--- src/rtl/tdma_slot_tx_gate.sv ---
// -----------------------------------------------------------------------------
// tdma_slot_tx_gate
//
// Gates an AXI-Stream frame path so that a frame may only start inside a TDMA
// slot owned by this node, and only while at least guard_cycles remain in the
// slot. A frame that has started always completes, even across slot
// boundaries. A slot boundary arriving mid-frame is reported as an overrun.
// The datapath is a zero-latency wire-through with no storage.
//
// Handshake: a beat transfers on a cycle where tvalid and tready are both 1.
//   m_axis_tvalid never depends on m_axis_tready, and s_axis_tready only
//   follows m_axis_tready while the gate is open, so the upstream and
//   downstream handshakes are the same transfer.
//
// Ports
//   ACLK, ARESET        clock, synchronous active-high reset
//   slot_start          1-cycle pulse at each slot boundary
//   slot_idx            slot number, valid with slot_start
//   slot_len            slot length in cycles, sampled on slot_start
//   guard_cycles        minimum cycles remaining to start a frame (used live)
//   own_mask            bit n = this node owns slot n (sampled on slot_start)
//   enable              global enable (sampled on slot_start)
//   s_axis_*            upstream frame stream
//   m_axis_*            downstream frame stream (data/last wired through)
//   overrun             1-cycle pulse: slot boundary arrived mid-frame
//   frames_sent         completed frames, wraps
//   overrun_cnt         overruns, saturates at 0xFFFF
//   dbg_state           current FSM state (0 CLOSED, 1 OPEN, 2 SEND)
// -----------------------------------------------------------------------------
module tdma_slot_tx_gate #(
    parameter int DATA_W    = 32,
    parameter int NUM_SLOTS = 16,
    parameter int SLOT_W    = 4
) (
    input  logic                 ACLK,
    input  logic                 ARESET,
    input  logic                 slot_start,
    input  logic [SLOT_W-1:0]    slot_idx,
    input  logic [15:0]          slot_len,
    input  logic [15:0]          guard_cycles,
    input  logic [NUM_SLOTS-1:0] own_mask,
    input  logic                 enable,
    input  logic [DATA_W-1:0]    s_axis_tdata,
    input  logic                 s_axis_tvalid,
    input  logic                 s_axis_tlast,
    output logic                 s_axis_tready,
    output logic [DATA_W-1:0]    m_axis_tdata,
    output logic                 m_axis_tvalid,
    output logic                 m_axis_tlast,
    input  logic                 m_axis_tready,
    output logic                 overrun,
    output logic [31:0]          frames_sent,
    output logic [15:0]          overrun_cnt,
    output logic [1:0]           dbg_state
);

    typedef enum logic [1:0] {
        ST_CLOSED = 2'd0,
        ST_OPEN   = 2'd1,
        ST_SEND   = 2'd2
    } state_t;

    // own_mask is zero-extended to cover every encodable slot_idx, so slot
    // numbers beyond NUM_SLOTS read as "not owned" without an out-of-range index.
    localparam int MASK_EXT_W = 2 ** SLOT_W;

    state_t                  r_state;
    state_t                  w_state_nxt;
    logic [15:0]             r_slot_cnt;
    logic                    r_owned;
    logic [31:0]             r_frames_sent;
    logic [15:0]             r_overrun_cnt;

    logic [MASK_EXT_W-1:0]   w_mask_ext;
    logic                    w_new_owned;
    logic                    w_start_ok;
    logic                    w_open;
    logic                    w_beat;
    logic                    w_frame_done;
    logic                    w_overrun;

    assign w_mask_ext  = MASK_EXT_W'(own_mask);
    assign w_new_owned = enable & w_mask_ext[slot_idx];

    // A frame may start only with enough of the owned slot left.
    assign w_start_ok = (r_slot_cnt >= guard_cycles) & (r_slot_cnt != 16'd0) & r_owned;
    assign w_open     = (r_state == ST_SEND) | ((r_state == ST_OPEN) & w_start_ok);

    // Reset forces both handshake outputs low in the same cycle.
    assign m_axis_tvalid = s_axis_tvalid & w_open & ~ARESET;
    assign s_axis_tready = m_axis_tready & w_open & ~ARESET;
    assign m_axis_tdata  = s_axis_tdata;
    assign m_axis_tlast  = s_axis_tlast;

    assign w_beat       = s_axis_tvalid & s_axis_tready;
    assign w_frame_done = w_beat & s_axis_tlast;

    // A boundary coinciding with the closing beat is not an overrun: the
    // frame ends in the old slot.
    assign w_overrun = (r_state == ST_SEND) & slot_start & ~w_frame_done & ~ARESET;

    assign overrun     = w_overrun;
    assign frames_sent = r_frames_sent;
    assign overrun_cnt = r_overrun_cnt;
    assign dbg_state   = r_state;

    // Next-state logic; decisions use the registered slot view except where a
    // slot_start in the same cycle hands over to the newly latched slot.
    always_comb begin
        w_state_nxt = r_state;
        case (r_state)
            ST_CLOSED: begin
                if (slot_start && w_new_owned) begin
                    w_state_nxt = ST_OPEN;
                end
            end
            ST_OPEN: begin
                if (w_beat && !s_axis_tlast) begin
                    w_state_nxt = ST_SEND;
                end else if (slot_start) begin
                    w_state_nxt = w_new_owned ? ST_OPEN : ST_CLOSED;
                end else if (!w_start_ok) begin
                    w_state_nxt = ST_CLOSED;
                end
            end
            ST_SEND: begin
                if (w_frame_done) begin
                    if (slot_start) begin
                        w_state_nxt = w_new_owned ? ST_OPEN : ST_CLOSED;
                    end else begin
                        w_state_nxt = w_start_ok ? ST_OPEN : ST_CLOSED;
                    end
                end
            end
            default: begin
                w_state_nxt = ST_CLOSED;
            end
        endcase
    end

    always_ff @(posedge ACLK) begin
        if (ARESET) begin
            r_state <= ST_CLOSED;
        end else begin
            r_state <= w_state_nxt;
        end
    end

    // Slot tracking: load remaining-cycles count at each boundary, then count
    // down and hold at zero.
    always_ff @(posedge ACLK) begin
        if (ARESET) begin
            r_slot_cnt <= 16'd0;
            r_owned    <= 1'b0;
        end else if (slot_start) begin
            r_slot_cnt <= (slot_len == 16'd0) ? 16'd0 : slot_len - 16'd1;
            r_owned    <= w_new_owned;
        end else if (r_slot_cnt != 16'd0) begin
            r_slot_cnt <= r_slot_cnt - 16'd1;
        end
    end

    always_ff @(posedge ACLK) begin
        if (ARESET) begin
            r_frames_sent <= 32'd0;
            r_overrun_cnt <= 16'd0;
        end else begin
            if (w_frame_done) begin
                r_frames_sent <= r_frames_sent + 32'd1;
            end
            if (w_overrun && (r_overrun_cnt != 16'hFFFF)) begin
                r_overrun_cnt <= r_overrun_cnt + 16'd1;
            end
        end
    end

endmodule

--- config.mk ---
export PLATFORM = sky130hd
export DESIGN_NAME = tdma_slot_tx_gate
export DESIGN_NICKNAME = d
export VERILOG_FILES = /design/src/rtl/tdma_slot_tx_gate.sv
export SDC_FILE = /design/constraint.sdc
export NUM_CORES = 1
export LEC_CHECK = 0
export CORE_MARGIN = 5
export CORE_UTILIZATION = 39
export DETAILED_ROUTE_END_ITERATION = 10
export PLACE_DENSITY = 0.76
export SKIP_LAST_GASP = 1
export SYNTH_ARGS = -nofsm -noshare
export SYNTH_HDL_FRONTEND = slang
export SYNTH_SLANG_ARGS = --single-unit
--- constraint.sdc ---
create_clock -name ACLK -period 3.18 [get_ports ACLK]
set_input_delay 0.636 -clock ACLK [delete_from_list [all_inputs] [get_ports ACLK]]
set_output_delay 0.636 -clock ACLK [all_outputs]
set_load 0.01 [all_outputs]
Word level (Yosys, flattened, before mapping)

Cells that the tools add are included.

Add/subtract/negate cells: 4
Order comparisons: 2
Eq/ne operators: 6
Mux-type cells: 14
Bitwise logic cells: 16
Reduce and logical (&&, ||, !) cells: 9

Operators with widths:

| cell                                                        | number |
|---|---|
| 2-to-1 mux 16 bit                                           | 3 |
| adder 32 x 1 -> 32 bit (second input constant)              | 1 |
| subtractor 16 x 1 -> 16 bit (second input constant)         | 2 |
| adder 16 x 1 -> 16 bit (second input constant)              | 1 |
| >= comparator 16 bit                                        | 1 |
| zero test 16 bit                                            | 1 |
| inequality test 16 bit (second input constant)              | 1 |
| nonzero test 16 bit                                         | 1 |
| AND 1 bit                                                   | 13 |
| 2-to-1 mux 2 bit                                            | 5 |
| one-hot mux 2 bit (3 select lines)                          | 1 |
| less-than comparator 4 x 5 -> 1 bit (second input constant) | 1 |
| binary-select mux 1 bit (select 4 bit)                      | 1 |
| 2-to-1 mux 1 bit                                            | 4 |
| inequality test 2 bit (second input constant)               | 2 |
| inequality test 4 x 3 -> 1 bit (second input constant)      | 1 |
| logical AND 1 bit                                           | 3 |
| AND reduction 3 bit                                         | 1 |
| equality test 2 x 1 -> 1 bit (second input constant)        | 1 |
| equality test 2 bit (second input constant)                 | 1 |
| zero test 2 bit                                             | 1 |
| NOT 1 bit                                                   | 2 |
| nonzero test 2 bit                                          | 1 |
| zero test 1 bit                                             | 1 |
| OR 1 bit                                                    | 1 |

Register bits: 67
Input bits: 91
Output and inout bits: 86
Logic and storage cells: 56

Longest topological paths before layout

Gate-level depths: netlist (run 1).

Depth in word-level cells: 13
Gate-level depth with buffers: 11
Gate-level depth less buffers: 8

Worst setup path before layout (run 1)

Ideal clock, no wire load.

Path kind: input-to-output
Start: input guard_cycles[7]
End: output m_axis_tvalid
Data arrival time: 2.537 ns
Required time: 2.544 ns
Path slack: 0.007 ns
Stages: 8
Path buffers: 0
Cell sequence: inv_1 > ha_1 > nand2_1 > or4_1 > or4_1 > nand3_1 > a31oi_1 > nor3b_1

Cells in the longest elaborated chain, start to end: 7

RTL lines:

| element                | line | RTL |
|---|---|---|
| start: declaration     | 40   | `input logic [15:0] guard_cycles,` |
| >= comparator 16 bit   | 86   | `assign w_start_ok = (r_slot_cnt >= guard_cycles) & (r_slot_cnt != 16'd0) & r_owned;` |
| AND 1 bit (2 in a row) | 86   |  |
| AND 1 bit              | 87   | `assign w_open = (r_state == ST_SEND) \| ((r_state == ST_OPEN) & w_start_ok);` |
| OR 1 bit               | 87   |  |
| AND 1 bit (2 in a row) | 90   | `assign m_axis_tvalid = s_axis_tvalid & w_open & ~ARESET;` |
| end: declaration       | 48   | `output logic m_axis_tvalid,` |

Every way passes these cells.

Worst setup path in the final report (run 1)

Start: input guard_cycles[5]
End: output m_axis_tvalid

The elaborated chain is that of the path after synthesis.

==> metrics.yaml, run 1 <==
status:
  status: "finished, violations left"
  failed_checks: "negative setup slack"
floorplan:
  io_pins: 177
  die_h_um: 118
  floorplan.initialDensity_pct: 39.8
  coreArea_um2: 11400
  rows: 39
  fp.dieArea_um2: 13900
  die_w_um: 118
synthesis:
  ys_async_sr_fraction_pct: 0
  synth.area.top_cells: "dfxtp_1, or4_1, ha_1"
  synth-compound-area-share_pct: 16.7
  synthXorXnorAreaFrac_pct: 7.13
  seq_area_frac_synth_pct: 29.5
  yosysTopAreaCell: "dfxtp_1"
  netlist.area_leader.share_pct: 29.5
  postSynthCellCount: 553
  synth_top_family_by_area: "simple AND/OR/NAND/NOR gates"
  synth_mux_area_share_pct: 2.75
  synth-simple-area-share_pct: 27.6
  ys.flop_type: "dfxtp_1"
  syn-cell-area_um2: 4540
  synth-edff-count: 0
  synth_cell_type_count: 52
  ys_seq_elements: 67
  synth.avg_cell_area_um2: 8.21
  ys_warn_count: 0
  syn_nets: 664
  synthAdderAreaFrac_pct: 5.51
critical_path:
  cp.arrival_ps: 2600
  worstSetupEndpointType: "output port"
  criticalPathCategory: "input port to output port"
  cp_data_required_time_ps: 2540
  cp_max_fo: 2
  startpoint_type: "input port"
global_routing:
  grt_pass1_vias: 4645
  overflow: 0
  antenna_found_initial: 0
  grt_pass1_wl_um: 21300
  grt_max_degree: 54
  gr-usage-all-layers_pct: 17.8
clock_tree:
  cts_max_level: 3
  cts_tree: "yes"
  cts_buffers: 9
  cts_sinks: 67
  path_clk_slew_ps: 50
  cts_buffer_depth: 2
  clkLatencyLatePin_ps: 320
  root_buffer: "clkbuf_16"
pwr:
  peakVddDrop_mv: 0.295
  cellPowerDensity_nw_per_um2: 374
  total_leakage_power_uw: 0.00232
routing:
  drt_wl_total_um: 12900
  num_vias: 4578
  antenna_left: 0
  drtPass1Iterations: 4
  drc: 0
  viasPerCell: 5.69
  wl_per_cell_um: 16.1
  drt-initial-drc-count: 325
sta:
  fin_crit_sh_pct: 102
  fin_worst_hold_slack_ps: 482
  clock_skew_ps: 7.77
  setup_viol: 2
  slew_violations: 0
  setup_slack_ps: -51.0
  rsz0062_at_grt: "true"
  worst_slew_pin_slew_ps: 595
  relSlewSlack_pct: 60.3
  hold_violations: 0
  fin_tns_setup_ps: -97.3
  fin_crit_ps: 3230
  fmax_ghz: 0.309
finish:
  layout.nets: 767
  mostFrequentLayoutCells: "clkdlybuf4s50_1, dfxtp_1, nor2_1"
  area_growth_pct: 39.9
  n_antenna_cell: 0
  drive_above_1_share_pct: 19.2
  layout_commonest_cell: "clkdlybuf4s50_1"
min_path:
  hp-class: "flip-flop to flip-flop"
place:
  hpwl_um: 9500
  io_buffers: 112
  gp_congestion: 0.899
  place_ws_ps: -1100
job:
  drv_cap: 0
registers in the layout, summed over array words and instances, names as in the netlist:
signal       flops
r_slot_cnt      16
overrun_cnt     16
frames_sent     32
r_owned          1
dbg_state        2
timing repair:
item	in CTS	in global routing
setup buffers	3	2
pin swaps	26	5
hold buffers	0	0
endpoints found under the hold margin	0	0
resized for setup	85	17
setup endpoints to repair	32	2
layout make-up:
type / instances / area (um^2)
fillers: 1024 / 5060
multi-input cells: 398 / 3020
repair buffers: 158 / 1440
flip-flops and latches: 67 / 1350
clock buffers: 11 / 243
well taps: 143 / 179
inverters: 22 / 82.6
clock inverters: 5 / 52.6
cell usage after synthesis, types with 12 or more instances:
cell	count
xnor2_1	19
or4_1	36
nand2_1	24
inv_1	22
clkbuf_1	20
nand3_1	21
buf_4	33
xor2_1	18
and3_1	14
dfxtp_1	67
o22a_1	12
nor2_1	52
nor3_1	13
ha_1	20
o31ai_1	27
nand4_1	19
a21oi_1	42
worst paths after layout:
path                                                    from                            to  slack (ps)  cells past startpoint
worst max register to register    r_slot_cnt[5]$_SDFFE_PP0P_   frames_sent[4]$_SDFFE_PP0P_         360                      7
worst min-delay path            frames_sent[31]$_SDFFE_PP0P_  frames_sent[31]$_SDFFE_PP0P_         480                      2
worst min register to register  frames_sent[31]$_SDFFE_PP0P_  frames_sent[31]$_SDFFE_PP0P_         480                      2
worst max-delay path                         guard_cycles[5]                 m_axis_tvalid         -50                     10
per-stage QoR:
stage          total power (uW)  util, %  cells  area, um^2
2_1_floorplan              1170        -    553        4540
3_3_place_gp               1310     50.3    783        5740
3_5_place_dp               1330     50.3    783        5740
4_1_cts                    2370     55.2    802        6300
5_1_grt                    2490     55.7    804        6360
6_report                   2380     55.7    804        6360
report_power, final:
part	switching, uW	internal [uW]	leakage, uW
Clock	355	624	0.000145
Sequential	26.3	862	0.000544
Combinational	236	273	0.00163
kinds of logic (layout without fill, tap and decap cells):
| family | after synthesis | after routing |
|---|---|---|
| simple gates | 221 | 221 |
| compound gates | 110 | 110 |
| buf+inv | 88 | 196 |
| flops | 67 | 67 |
| xor+xnor | 37 | 37 |
| fa+ha+maj | 20 | 20 |
| mux | 10 | 10 |
routing by layer:
metal  GRT usage [%]  up-vias  share of wire, %
li1                -     2233                 -
met1            19.9     2157                40
met2            31.8      163                51
met3            4.47       25               6.5
met4            7.74        0               2.8
met5               0        -                 0
critical path, cell delays in order:
cell	delay, ps
buf_6	70
inv_2	40
ha_4	250
nand2_2	60
or4_4	510
or4_4	450
nand3_4	110
a31oi_4	120
nor3b_2	190
buf_2	150
Note: power is estimated with default switching activity, not from simulation.
==> run 2, diff against run 1 <==
--- a/config.mk
+++ b/config.mk
@@ -5,10 +5,10 @@
 export SDC_FILE = /design/constraint.sdc
 export NUM_CORES = 1
 export LEC_CHECK = 0
-export CORE_MARGIN = 5
-export CORE_UTILIZATION = 39
+export CORE_MARGIN = 4
+export CORE_UTILIZATION = 40
 export DETAILED_ROUTE_END_ITERATION = 10
-export PLACE_DENSITY = 0.76
+export PLACE_DENSITY = 0.73
 export SKIP_LAST_GASP = 1
 export SYNTH_ARGS = -nofsm -noshare
 export SYNTH_HDL_FRONTEND = slang
==> run 2 against run 1 <==
The run still ends with negative setup slack left; clock-buffer cell count unchanged; critical endpoint is now s_axis_tready; via count up 0.48%; sequential power about the same; combinational power shrank 1%; sequential share of layout area is 0.13 points lower; register-to-register slack barely moved; clock power rose by 13%; critical path depth is the same; utilization is 2.6 points higher; die area is 5.6% lower; global-route usage up 1.8 points; largest cell class unchanged; final cell count fell by 0.62%.
==> metrics.yaml, run 2 (same netlist as run 1, synthesis figures left out) <==
status:
  status: "finished, violations left"  # unchanged
  failed_checks: "negative setup slack"  # unchanged
finish:
  multiInputGateArea_um2: 2980  # was 3020 um^2
  fill_cells: 904  # was 1,024
  n_antenna_cell: 0  # unchanged
  fin_cells: 799  # was 804
  area_growth_pct: 40.8  # was 39.9%
  ff_latch_area_um2: 1350  # unchanged
  layout.nets: 765  # was 767
  mostFrequentLayoutCells: "clkdlybuf4s50_1, dfxtp_1, nor2_1"  # unchanged
  largest_reg_flops: 32  # unchanged
  drive_above_1_share_pct: 18.5  # was 19.2%
  fin_util_pct: 58.2  # was 55.7%
  layout_commonest_cell: "clkdlybuf4s50_1"  # unchanged
routing:
  drtPass1Iterations: 4  # unchanged
  viasPerCell: 5.76  # was 5.69
  drt-initial-drc-count: 415  # was 325
  drt_wl_total_um: 13200  # was 12,900 um
  num_vias: 4600  # was 4,578
  antenna_left: 0  # unchanged
  drc: 0  # unchanged
  wl_per_cell_um: 16.5  # was 16.1 um
critical_path:
  slowest_delay_ps: 530  # was 510 ps
  cpLargestDelayFamily: "simple AND/OR/NAND/NOR gates"  # unchanged
  worstSetupEndpointType: "output port"  # unchanged
  path_buf_inv: 3  # unchanged
  crit_path_frequent_cell: "or4_4"  # unchanged
  cp_cell_sequence: "buf_8 > inv_4 > ha_4 > nand2_2 > or4_4 > or4_4 > nand3_4 > a31oi_4 > nor3b_2 > buf_2"  # was buf_6 > inv_2 > ha_4 > nand2_2 > or4_4 > or4_4 > nand3_4 > a31oi_4 > nor3b_2 > buf_2
  criticalPathCategory: "input port to output port"  # unchanged
  startpoint_type: "input port"  # unchanged
  cpMaxStageDelayCell: "or4_4"  # unchanged
  cp_max_fo: 2  # unchanged
  cp.arrival_ps: 2650  # was 2600 ps
  cp_data_required_time_ps: 2540  # about the same
sta:
  fin_crit_sh_pct: 103  # was 102%
  fin_worst_hold_slack_ps: 491  # was 482 ps
  slew_violations: 0  # unchanged
  clock_skew_ps: 8.87  # was 7.77 ps
  fin_tns_setup_ps: -203  # was -97.3 ps
  worst_slew_pin_slew_ps: 634  # was 595 ps
  fin_crit_ps: 3290  # was 3230 ps
  setup_viol: 2  # unchanged
  rsz0062_at_grt: "true"  # unchanged
  setup_slack_ps: -107  # was -51.0 ps
  relSlewSlack_pct: 57.7  # was 60.3%
  fmax_ghz: 0.304  # was 0.309 GHz
  hold_violations: 0  # unchanged
clock_tree:
  cts_buffers: 9  # unchanged
  cts_tree: "yes"  # unchanged
  root_buffer: "clkbuf_16"  # unchanged
  cts_sinks: 67  # unchanged
  cts_max_level: 3  # unchanged
  cts_buffer_depth: 2  # unchanged
  path_clk_slew_ps: 60  # was 50 ps
  clkLatencyLatePin_ps: 330  # was 320 ps
place:
  gp_congestion: 0.887  # was 0.899
  dp.cells: 779  # was 783
  hpwl_um: 9470  # was 9500 um
  io_buffers: 112  # unchanged
floorplan:
  fp.dieArea_um2: 13100  # was 13,900 um^2
  die_h_um: 115  # was 118 um
  coreArea_um2: 11000  # was 11,400 um^2
  die_w_um: 115  # was 118 um
  rows: 38  # was 39
  floorplan.initialDensity_pct: 41.4  # was 39.8%
  io_pins: 177  # unchanged
min_path:
  hp-class: "flip-flop to flip-flop"  # unchanged
global_routing:
  grt_max_degree: 52  # was 54
  gr-usage-all-layers_pct: 19.6  # was 17.8%
  overflow: 0  # unchanged
  antenna_found_initial: 0  # unchanged
  grt_pass1_wl_um: 21000  # was 21,300 um
  grt_pass1_vias: 4494  # was 4,645
pwr:
  finalPower_uw: 2500  # was 2380 uW
  total_leakage_power_uw: 0.00235  # was 0.00232 uW
  cellPowerDensity_nw_per_um2: 391  # was 374 nW/um^2
  peakVddDrop_mv: 0.203  # was 0.295 mV
job:
  drv_cap: 0  # unchanged
==> run 2: cell types whose count changed in the layout (fill, tap and decap cells not counted), moves of 2 or more <==
cell,delta
inv_2,-2
dlymetal6s2s_1,+3
buf_4,-4
clkdlybuf4s50_1,+2
buf_12,+2
clkinv_2,-3
buf_2,-2
dlygate4sd2_1,-5
==> run 2: area by class of cell <==
| cell class | instances | share of cell area, % |
|---|---|---|
| flip-flops and latches | 67 | 21.0 |
| clock inverters | 5 | 1.31 |
| multi-input cells | 398 | 46.5 |
| clock buffers | 11 | 3.95 |
| well taps | 140 | 2.74 |
| repair buffers | 156 | 23.1 |
| inverters | 22 | 1.33 |
==> run 2: final timing paths <==
kind,start,end,slack [ps],cells after the start
worst max-delay path,guard_cycles[7],s_axis_tready,-110,10
worst min-delay path,frames_sent[8]$_SDFFE_PP0P_,frames_sent[8]$_SDFFE_PP0P_,490,2
worst max register to register,r_slot_cnt[6]$_SDFFE_PP0P_,frames_sent[10]$_SDFFE_PP0P_,360,7
worst min register to register,frames_sent[8]$_SDFFE_PP0P_,frames_sent[8]$_SDFFE_PP0P_,490,2
==> run 2: tightest hold or removal path, delay by kind of cell, from the launching register on <==
family,cells,cell delay (ps)
AOI/OAI and AO/OA,2,120
DFF,1,320
==> run 2: per-stage QoR <==
stage	worst slack (ps)	area, um^2
floorplan	6.91	4540
global placement	-1000	5750
detailed placement	-1040	5750
CTS	-99.0	6310
global route	-200	6390
finish	-107	6390
==> run 2: where the power goes <==
group,total [uW],internal [uW],switching [uW]
clock network,1110,732,378
registers,890,862,27.9
logic,502,268,235
total,2500,1860,640
==> run 2: layer usage <==
layer / share of wire, % / up-vias / global-route usage, %
met5: 0 / - / 0
met3: 7.4 / 50 / 4.07
met2: 49 / 156 / 33.3
met1: 40 / 2170 / 23.1
met4: 3.3 / 0 / 10.3
li1: - / 2224 / -
==> run 2: timing repair <==
action	4_1_cts	5_1_grt
hold endpoints to repair	0	0
pin swaps	23	14
hold buffers	0	0
setup endpoints to repair	32	2
gates cloned	0	0
buffers inserted	3	1
resized for setup	70	24
==> run 3, diff against run 2 <==
==> constraint.sdc (replaced) <==
create_clock -name ACLK -period 3.18 [get_ports ACLK]
set_input_delay 0.636 -clock ACLK [delete_from_list [all_inputs] [get_ports ACLK]]
set_output_delay 0.636 -clock ACLK [all_outputs]
set_load 0.005 [all_outputs]
==> run 3 against run 2 <==
The flow still finishes with violations (negative setup slack); non-clock buffer count is 1 higher; combinational power fell by 3%; die area did not move; utilization down 1.0 points; via count is 1.2% higher; critical path depth stayed put; critical path type unchanged; highest routed layer unchanged.
==> metrics.yaml, run 3 (same netlist as run 1, synthesis figures left out) <==
status:
  status: "finished, violations left"  # unchanged
  failed_checks: "negative setup slack"  # unchanged
sta:
  fin_crit_ps: 3260  # was 3290 ps
  setup_viol: 2  # unchanged
  fin_worst_hold_slack_ps: 497  # was 491 ps
  worst_slew_pin_slew_ps: 608  # was 634 ps
  rsz0062_at_grt: "true"  # unchanged
  relSlewSlack_pct: 59.1  # was 57.7%
  slew_violations: 0  # unchanged
  hold_violations: 0  # unchanged
  fin_crit_sh_pct: 103  # about the same
  clock_skew_ps: 10.8  # was 8.87 ps
  setup_slack_ps: -81.7  # was -107 ps
  fmax_ghz: 0.307  # was 0.304 GHz
clock_tree:
  path_clk_slew_ps: 60  # about the same
  cts_buffer_depth: 2  # unchanged
  cts_sinks: 67  # unchanged
  cts_max_level: 3  # unchanged
  cts_buffers: 9  # unchanged
  clkLatencyLatePin_ps: 340  # was 330 ps
  cts_hold_buf: 0  # unchanged
  root_buffer: "clkbuf_16"  # unchanged
  cts_tree: "yes"  # unchanged
pwr:
  p_clk_share_pct: 41.1  # was 44.3%
  combPwrFrac_pct: 20.9  # was 20.1%
  pwr-share-seq_pct: 38.0  # was 35.6%
  p_sw_uw: 639  # was 640 uW
  total_leakage_power_uw: 0.00228  # was 0.00235 uW
  swShare_pct: 27.3  # was 25.6%
  peakVddDrop_mv: 0.214  # was 0.203 mV
  cellPowerDensity_nw_per_um2: 372  # was 391 nW/um^2
  p_int_uw: 1700  # was 1860 uW
global_routing:
  gr-usage-all-layers_pct: 19.6  # about the same
  grt_max_degree: 52  # unchanged
  antenna_found_initial: 0  # unchanged
  overflow: 0  # unchanged
  grt_pass1_vias: 4532  # was 4,494
  grt_pass1_wl_um: 21200  # was 21,000 um
critical_path:
  startpoint_type: "input port"  # unchanged
  cp.arrival_ps: 2630  # was 2650 ps
  criticalPathCategory: "input port to output port"  # unchanged
  cp_max_fo: 2  # unchanged
  cp_data_required_time_ps: 2540  # about the same
  worstSetupEndpointType: "output port"  # unchanged
routing:
  met2_wirelength_um: 6330  # was 6520 um
  num_vias: 4653  # was 4,600
  drt_wl_total_um: 13100  # was 13,200 um
  met3_length_um: 967  # was 976 um
  wl_per_cell_um: 16.4  # was 16.5 um
  wl_met1_um: 5420  # was 5270 um
  highest_layer: "met4"  # unchanged
  drtPass1Iterations: 5  # was 4
  viasPerCell: 5.82  # was 5.76
  antenna_left: 0  # unchanged
  drc: 0  # unchanged
  drt-initial-drc-count: 398  # was 415
finish:
  area_growth_pct: 38.3  # was 40.8%
  mostFrequentLayoutCells: "clkdlybuf4s50_1, dfxtp_1, nor2_1"  # unchanged
  fin_cells: 800  # was 799
  drive_above_1_share_pct: 17.0  # was 18.5%
  fin_util_pct: 57.2  # was 58.2%
  layout_commonest_cell: "clkdlybuf4s50_1"  # unchanged
  largest_reg_flops: 32  # unchanged
  fill_cells: 946  # was 904
  n_antenna_cell: 0  # unchanged
  layout.nets: 766  # was 765
floorplan:
  die_w_um: 115  # unchanged
  fp.dieArea_um2: 13100  # unchanged
  floorplan.initialDensity_pct: 41.4  # unchanged
  coreArea_um2: 11000  # unchanged
  io_pins: 177  # unchanged
  rows: 38  # unchanged
  die_h_um: 115  # unchanged
job:
  drv_cap: 0  # unchanged
place:
  place_ws_ps: -1000  # was -1040 ps
  gp_congestion: 0.891  # was 0.887
  hpwl_um: 9540  # was 9470 um
  io_buffers: 112  # unchanged
  dp.cells: 779  # unchanged
min_path:
  hp-class: "flip-flop to flip-flop"  # unchanged
run 3: cell count changes in the layout (fill, tap and decap cells not counted), moves of 2 or more:
cell	delta
ha_4	-4
dlymetal6s2s_1	-6
inv_2	-4
inv_1	+5
dfxtp_1	+2
bufinv_16	-2
clkdlybuf4s50_1	+3
dfxtp_2	-2
ha_1	+3
dlygate4sd2_1	+3
run 3: path summary, 6_finish.rpt:
check | slack (ps) | end | startpoint | depth (start not counted)
max | -80 | s_axis_tready | guard_cycles[5] | 10
max reg2reg | 290 | frames_sent[29]$_SDFFE_PP0P_ | r_slot_cnt[4]$_SDFFE_PP0P_ | 7
min | 500 | frames_sent[8]$_SDFFE_PP0P_ | frames_sent[8]$_SDFFE_PP0P_ | 2
min reg2reg | 500 | frames_sent[8]$_SDFFE_PP0P_ | frames_sent[8]$_SDFFE_PP0P_ | 2
run 3: layout make-up:
type / instances / area (um^2) / share of cell area (%)
clock buffer: 12 / 256 / 4.08
sequential: 67 / 1340 / 21.4
tap: 140 / 175 / 2.79
clock inverter: 4 / 32.5 / 0.518
timing repair buffer: 157 / 1460 / 23.3
inverter: 22 / 82.6 / 1.32
multi-input combinational: 398 / 2930 / 46.6
run 3: worst max-delay path, stage by stage:
cell and delay, ps:
buf_6 70, inv_2 40, ha_4 260, nand2_2 50
or4_4 520, or4_4 520, nand3_4 100, a31oi_4 110
nor3b_2 180, buf_2 130
run 3: routing by layer:
metal,vias up,track usage (%)
met5,-,0
met4,0,8.87
met3,53,4.65
met2,194,33.3
met1,2181,23.5
li1,2225,-
run 3: power by group through the flow:
stage          Combinational [uW]  Sequential (uW)  Clock (uW)
6_report                      489              888         960
4_1_cts                       480              886         974
5_1_grt                       531              889        1010
3_3_place_gp                  414              897           0
3_5_place_dp                  430              898           0
2_1_floorplan                 261              899           0
run 3: timing repair:
item                                    in CTS  in global routing
gates resized for setup                     74                  2
setup buffers                                5                  0
gates cloned                                 0                  0
endpoints found under the setup margin      32                  2
pin swaps                                   25                  4
run 3: stage by stage:
step	power (uW)	TNS [ps]	instance area, um^2
after floorplan	1160	0	4540
after global placement	1310	-13290	5750
after detailed placement	1330	-15030	5750
after CTS	2340	-154	6280
after global routing	2430	-297	6280
final	2340	-151	6280
==> edit 1: new RTL, flow settings as in run 2 <==
Set the parameter `DATA_W` to 64 (it was 32).
--- a/src/rtl/tdma_slot_tx_gate.sv
+++ b/src/rtl/tdma_slot_tx_gate.sv
@@ -28,7 +28,7 @@
 //   dbg_state           current FSM state (0 CLOSED, 1 OPEN, 2 SEND)
 // -----------------------------------------------------------------------------
 module tdma_slot_tx_gate #(
-    parameter int DATA_W    = 32,
+    parameter int DATA_W    = 64,
     parameter int NUM_SLOTS = 16,
     parameter int SLOT_W    = 4
 ) (
Ports: changed (resized m_axis_tdata and s_axis_tdata); port bits go from 177 to 241. No check against the original RTL was run, so the function may have changed too.
==> edit 1 against run 2 <==
The run still ends with negative setup slack left. Clock power shrank 9%. Sequential cell count is the same. Sequential share of layout area grew 0.38 points. Area after synthesis grew 5.3%. Setup slack gained 0.046 ns. Routed wire length grew 2.4%. Critical path depth is the same. Total power shrank 4.6%. Worst hold slack lost 0.0018 ns. Design area shrank 1.5%. Critical path type unchanged. Largest power group unchanged.
==> edit 1: results (changes against run 2) <==
Hold path
  – Worst hold start: frames_sent[26]
  – WHS Endpoint: frames_sent[26]
  – Hold crit path type: flop to flop

Synthesis
  – Xor/xnor share of the synthesized area: 6.78% (-0.36 points)
  – Commonest cells post-synth: dfxtp_1, buf_4, nor2_1
  – Sequential area share after synthesis: 28.0% (-1.5 points)
  – Avg Cell Area, Syn: 8.17 um^2 (-0.47%)
  – Post-synthesis adder-cell area fraction: 5.23% (-0.28 points)
  – Post-Syn Nets: 728 (+9.6%)
  – Area contributors post-synth: dfxtp_1, buf_4, or4_1
  – Mux contribution to synthesized area: 2.62% (-0.14 points)
  – Compound-Gate Fraction of Synth Area: 15.9% (-0.84 points)
  – Top_reg_cell synth: dfxtp_1

Timing
  – Fin Hold WS: 0.489 ns (-0.00181 ns)
  – Worst Clk Skew: 0.00939 ns (+0.000516 ns)
  – Setup TNS: -0.0816 ns (+0.121 ns)
  – Slew margin rel.: 58.7% (+0.99 points)
  – Final worst setup slack: -0.0606 ns (+0.0464 ns)
  – Final setup fails: 2 (unchanged)

Global routing
  – First-pass GRT wire length: 23200 um (+10%)
  – Met1 global-route usage: 21.5% (-1.6 points)
  – All-layer global routing usage: 19.6% (+0.063 points)
  – Met2 usage: 35.5% (+2.3 points)
  – Initial antenna violation count: 1 (+1)
  – Largest net degree at the start of global routing: 55 (+5.8%)
  – Met3 Usage GRT: 4.62% (+0.55 points)
  – Vias in the first global route: 4938 (+9.9%)

Setup path
  – Flop-to-flop setup slack: 0.30 ns (-0.06 ns)
  – RR Startpoint: r_slot_cnt[2]
  – Slowest CP cell: or4_1
  – RR Endpoint: frames_sent[20]
  – Critical path arrival: 2.60 ns (-0.05 ns)
  – R2R depth: 8 (+1)

Place
  – Placed cells: 782 (+0.39%)
  – Pre-CTS setup slack: -1.12 ns (-0.0809 ns)
  – DP Area: 5730 um^2 (-0.37%)
  – HPWL Detailed: 9930 um (+4.9%)

Job
  – Max-cap violation count: 0 (unchanged)

Route
  – Met2 WL: 6910 um (+5.9%)
  – Via density per instance: 5.83 (+1.3%)
  – Iter 0 DRT Violations: 381 (-8.2%)
  – DR pass1 iterations: 5 (+1)
  – Metal3 WL: 811 um (-17%)
  – Detail-routed net length per standard cell: 16.8 um (+1.7%)
  – Total number of vias: 4696 (+2.1%)

Outcome
  – Failing checks: negative setup slack
  – Outcome: complete, but fails checks

Clock network
  – CTS Buffer Depth: 2 (unchanged)
  – Cts bufs inserted: 9 (unchanged)
  – Post-CTS Setup Bufs: 7 (+4)
  – Post-CTS resize count: 83 (+19%)

Power and ir drop
  – Seq pwr share: 37.2% (+1.6 points)
  – Clock power frac: 42.4% (-1.9 points)
  – Pwr Total: 0.00239 W (-4.6%)
  – Internal power: 0.00175 W (-5.9%)
  – Leak pwr: 2.29 nW (-2.3%)

Final layout
  – Fill cell count: 1063 (+18%)
  – Final instance area: 6300 um^2 (-1.5%)
  – Layout cells sized above 1: 18.2% (-0.36 points)
  – Final net count: 799 (+4.4%)
==> edit 1: cell count changes after synthesis <==
cell	run 2	this run
buf_4	33	65
==> edit 1: area by class of cell <==
| type | instances | area share [%] |
|---|---|---|
| Inverter | 22 | 1.31 |
| Timing Repair Buffer | 158 | 22.6 |
| Clock inverter | 6 | 1.01 |
| Sequential cell | 67 | 21.4 |
| Antenna cell | 1 | 0.0397 |
| Multi-Input combinational cell | 398 | 47.0 |
| Tap cell | 143 | 2.84 |
| Clock buffer | 10 | 3.79 |
==> edit 1: how the worst max path moves through the flow <==
stage,from,to,cells after the start
3_3_place_gp,guard_cycles[7],s_axis_tready,10
4_1_cts,guard_cycles[7],m_axis_tvalid,10
3_5_place_dp,guard_cycles[7],m_axis_tvalid,10
2_1_floorplan,guard_cycles[7],m_axis_tvalid,8
5_1_grt,r_slot_cnt[1],s_axis_tready,8
6_report,guard_cycles[4],m_axis_tvalid,10
==> edit 2: new RTL, flow settings as in run 2 <==
Made on the original files. Register the output `overrun_cnt` once more; this adds one clock of latency there. The other outputs are not delayed to match.
--- a/src/rtl/tdma_slot_tx_gate.sv
+++ b/src/rtl/tdma_slot_tx_gate.sv
@@ -101,7 +101,9 @@
 
     assign overrun     = w_overrun;
     assign frames_sent = r_frames_sent;
-    assign overrun_cnt = r_overrun_cnt;
+    always_ff @(posedge ACLK) begin
+        overrun_cnt <= r_overrun_cnt;
+    end
     assign dbg_state   = r_state;
 
     // Next-state logic; decisions use the registered slot view except where a
Check against the original RTL: not equivalent (Yosys sat finds a counterexample within 4 cycles, from zero or initial values and one cycle with ARESET high).
==> edit 2 against run 2 <==
Sequential cell count rose by 16. Sequential share of layout area rose by 4.6 points. Largest power group is now registers. Critical path depth did not move. Critical path type is now flop to output pin. First-iteration DRC count fell by 34%. Area after synthesis rose by 2.4%. Setup slack improved by 0.15 ns. Design area rose by 1.4%. Routed wire length fell by 4.1%. Total power rose by 4.4%.
==> edit 2: results (changes against run 2) <==
Setup path
  – Slowest CP cell: or3b_4
  – Critical path arrival: 2.50 ns (-0.15 ns)
  – RR Endpoint: frames_sent[23]
  – Setup crit start: r_slot_cnt[0]
  – R2R depth: 12 (+5)
  – Flop-to-flop setup slack: 0.43 ns (+0.07 ns)

Timing
  – Worst Clk Skew: 0.0115 ns (+0.00258 ns)
  – Min Tclk post-route: 3.13 ns (-0.154 ns)
  – Slew margin rel.: 61.0% (+3.3 points)

Final layout
  – Layout cells sized above 1: 20.4% (+1.9 points)
  – Fill cell count: 1043 (+15%)
  – Final net count: 773 (+1.0%)
  – Final cell count without fillers: 811 (+1.5%)

Hold path
  – Worst hold start: r_overrun_cnt[9]

Route
  – Metal3 WL: 884 um (-9.4%)
  – Detail-routed net length per standard cell: 15.6 um (-5.6%)
  – DR pass1 iterations: 5 (+1)
  – Via density per instance: 5.45 (-5.3%)
  – Iter 0 DRT Violations: 275 (-34%)

Global routing
  – Met2 usage: 32.5% (-0.77 points)
  – Initial antenna violation count: 1 (+1)
  – Met3 Usage GRT: 5.12% (+1.0 points)
  – Largest net degree at the start of global routing: 49 (-5.8%)
  – Met1 global-route usage: 21.3% (-1.8 points)
  – Vias in the first global route: 4350 (-3.2%)

Place
  – Placed cells: 791 (+1.5%)
  – RD Place Congestion: 0.844 (-4.8%)

Power and ir drop
  – Combinational Power Share: 18.0% (-2.1 points)
  – Sw frac: 28.0% (+2.4 points)
  – Seq pwr share: 41.8% (+6.2 points)
  – Cell Pwr Density: 403 nW/um^2 (+3.0%)
  – Maximum vdd drop: 0.000273 V (+34%)
  – Sw power: 0.000732 W (+14%)

Synthesis
  – Mux contribution to synthesized area: 2.64% (-0.12 points)
  – Sequential area share after synthesis: 35.7% (+6.2 points)
  – Unique masters post-synth: 55 (+5.8%)
  – Commonest cells post-synth: dfxtp_1, nor2_1, a21oi_1
  – Synth Instances: 546 (-1.3%)
  – Compound-Gate Fraction of Synth Area: 17.0% (+0.26 points)
  – Post-Syn Nets: 657 (-1.1%)

Outcome
  – Outcome: completed
[edit 2: how the worst min path moves through the flow]
stage,end,slack [ns],depth (start not counted)
after floorplan,overrun_cnt[9],0.35,0
after global placement,overrun_cnt[15],0.37,0
after detailed placement,overrun_cnt[9],0.37,0
after CTS,overrun_cnt[9],0.37,0
after global routing,overrun_cnt[14],0.39,0
final,overrun_cnt[9],0.37,0
[edit 2: area by class of cell]
class | instances | area share (%)
Clock inverter | 7 | 1.18
Multi-Input combinational cell | 379 | 43.0
Timing Repair Buffer | 156 | 22.0
Antenna cell | 1 | 0.0386
Clock buffer | 9 | 3.47
Sequential cell | 83 | 25.7
Tap cell | 143 | 2.76
Inverter | 33 | 1.91
[edit 2: timing repair]
action	in CTS	in global routing
hold buffers	0	0
buffers inserted	1	2
gates cloned	0	0
gates resized for setup	72	22
setup endpoints to repair	11	2
pin swaps	27	14
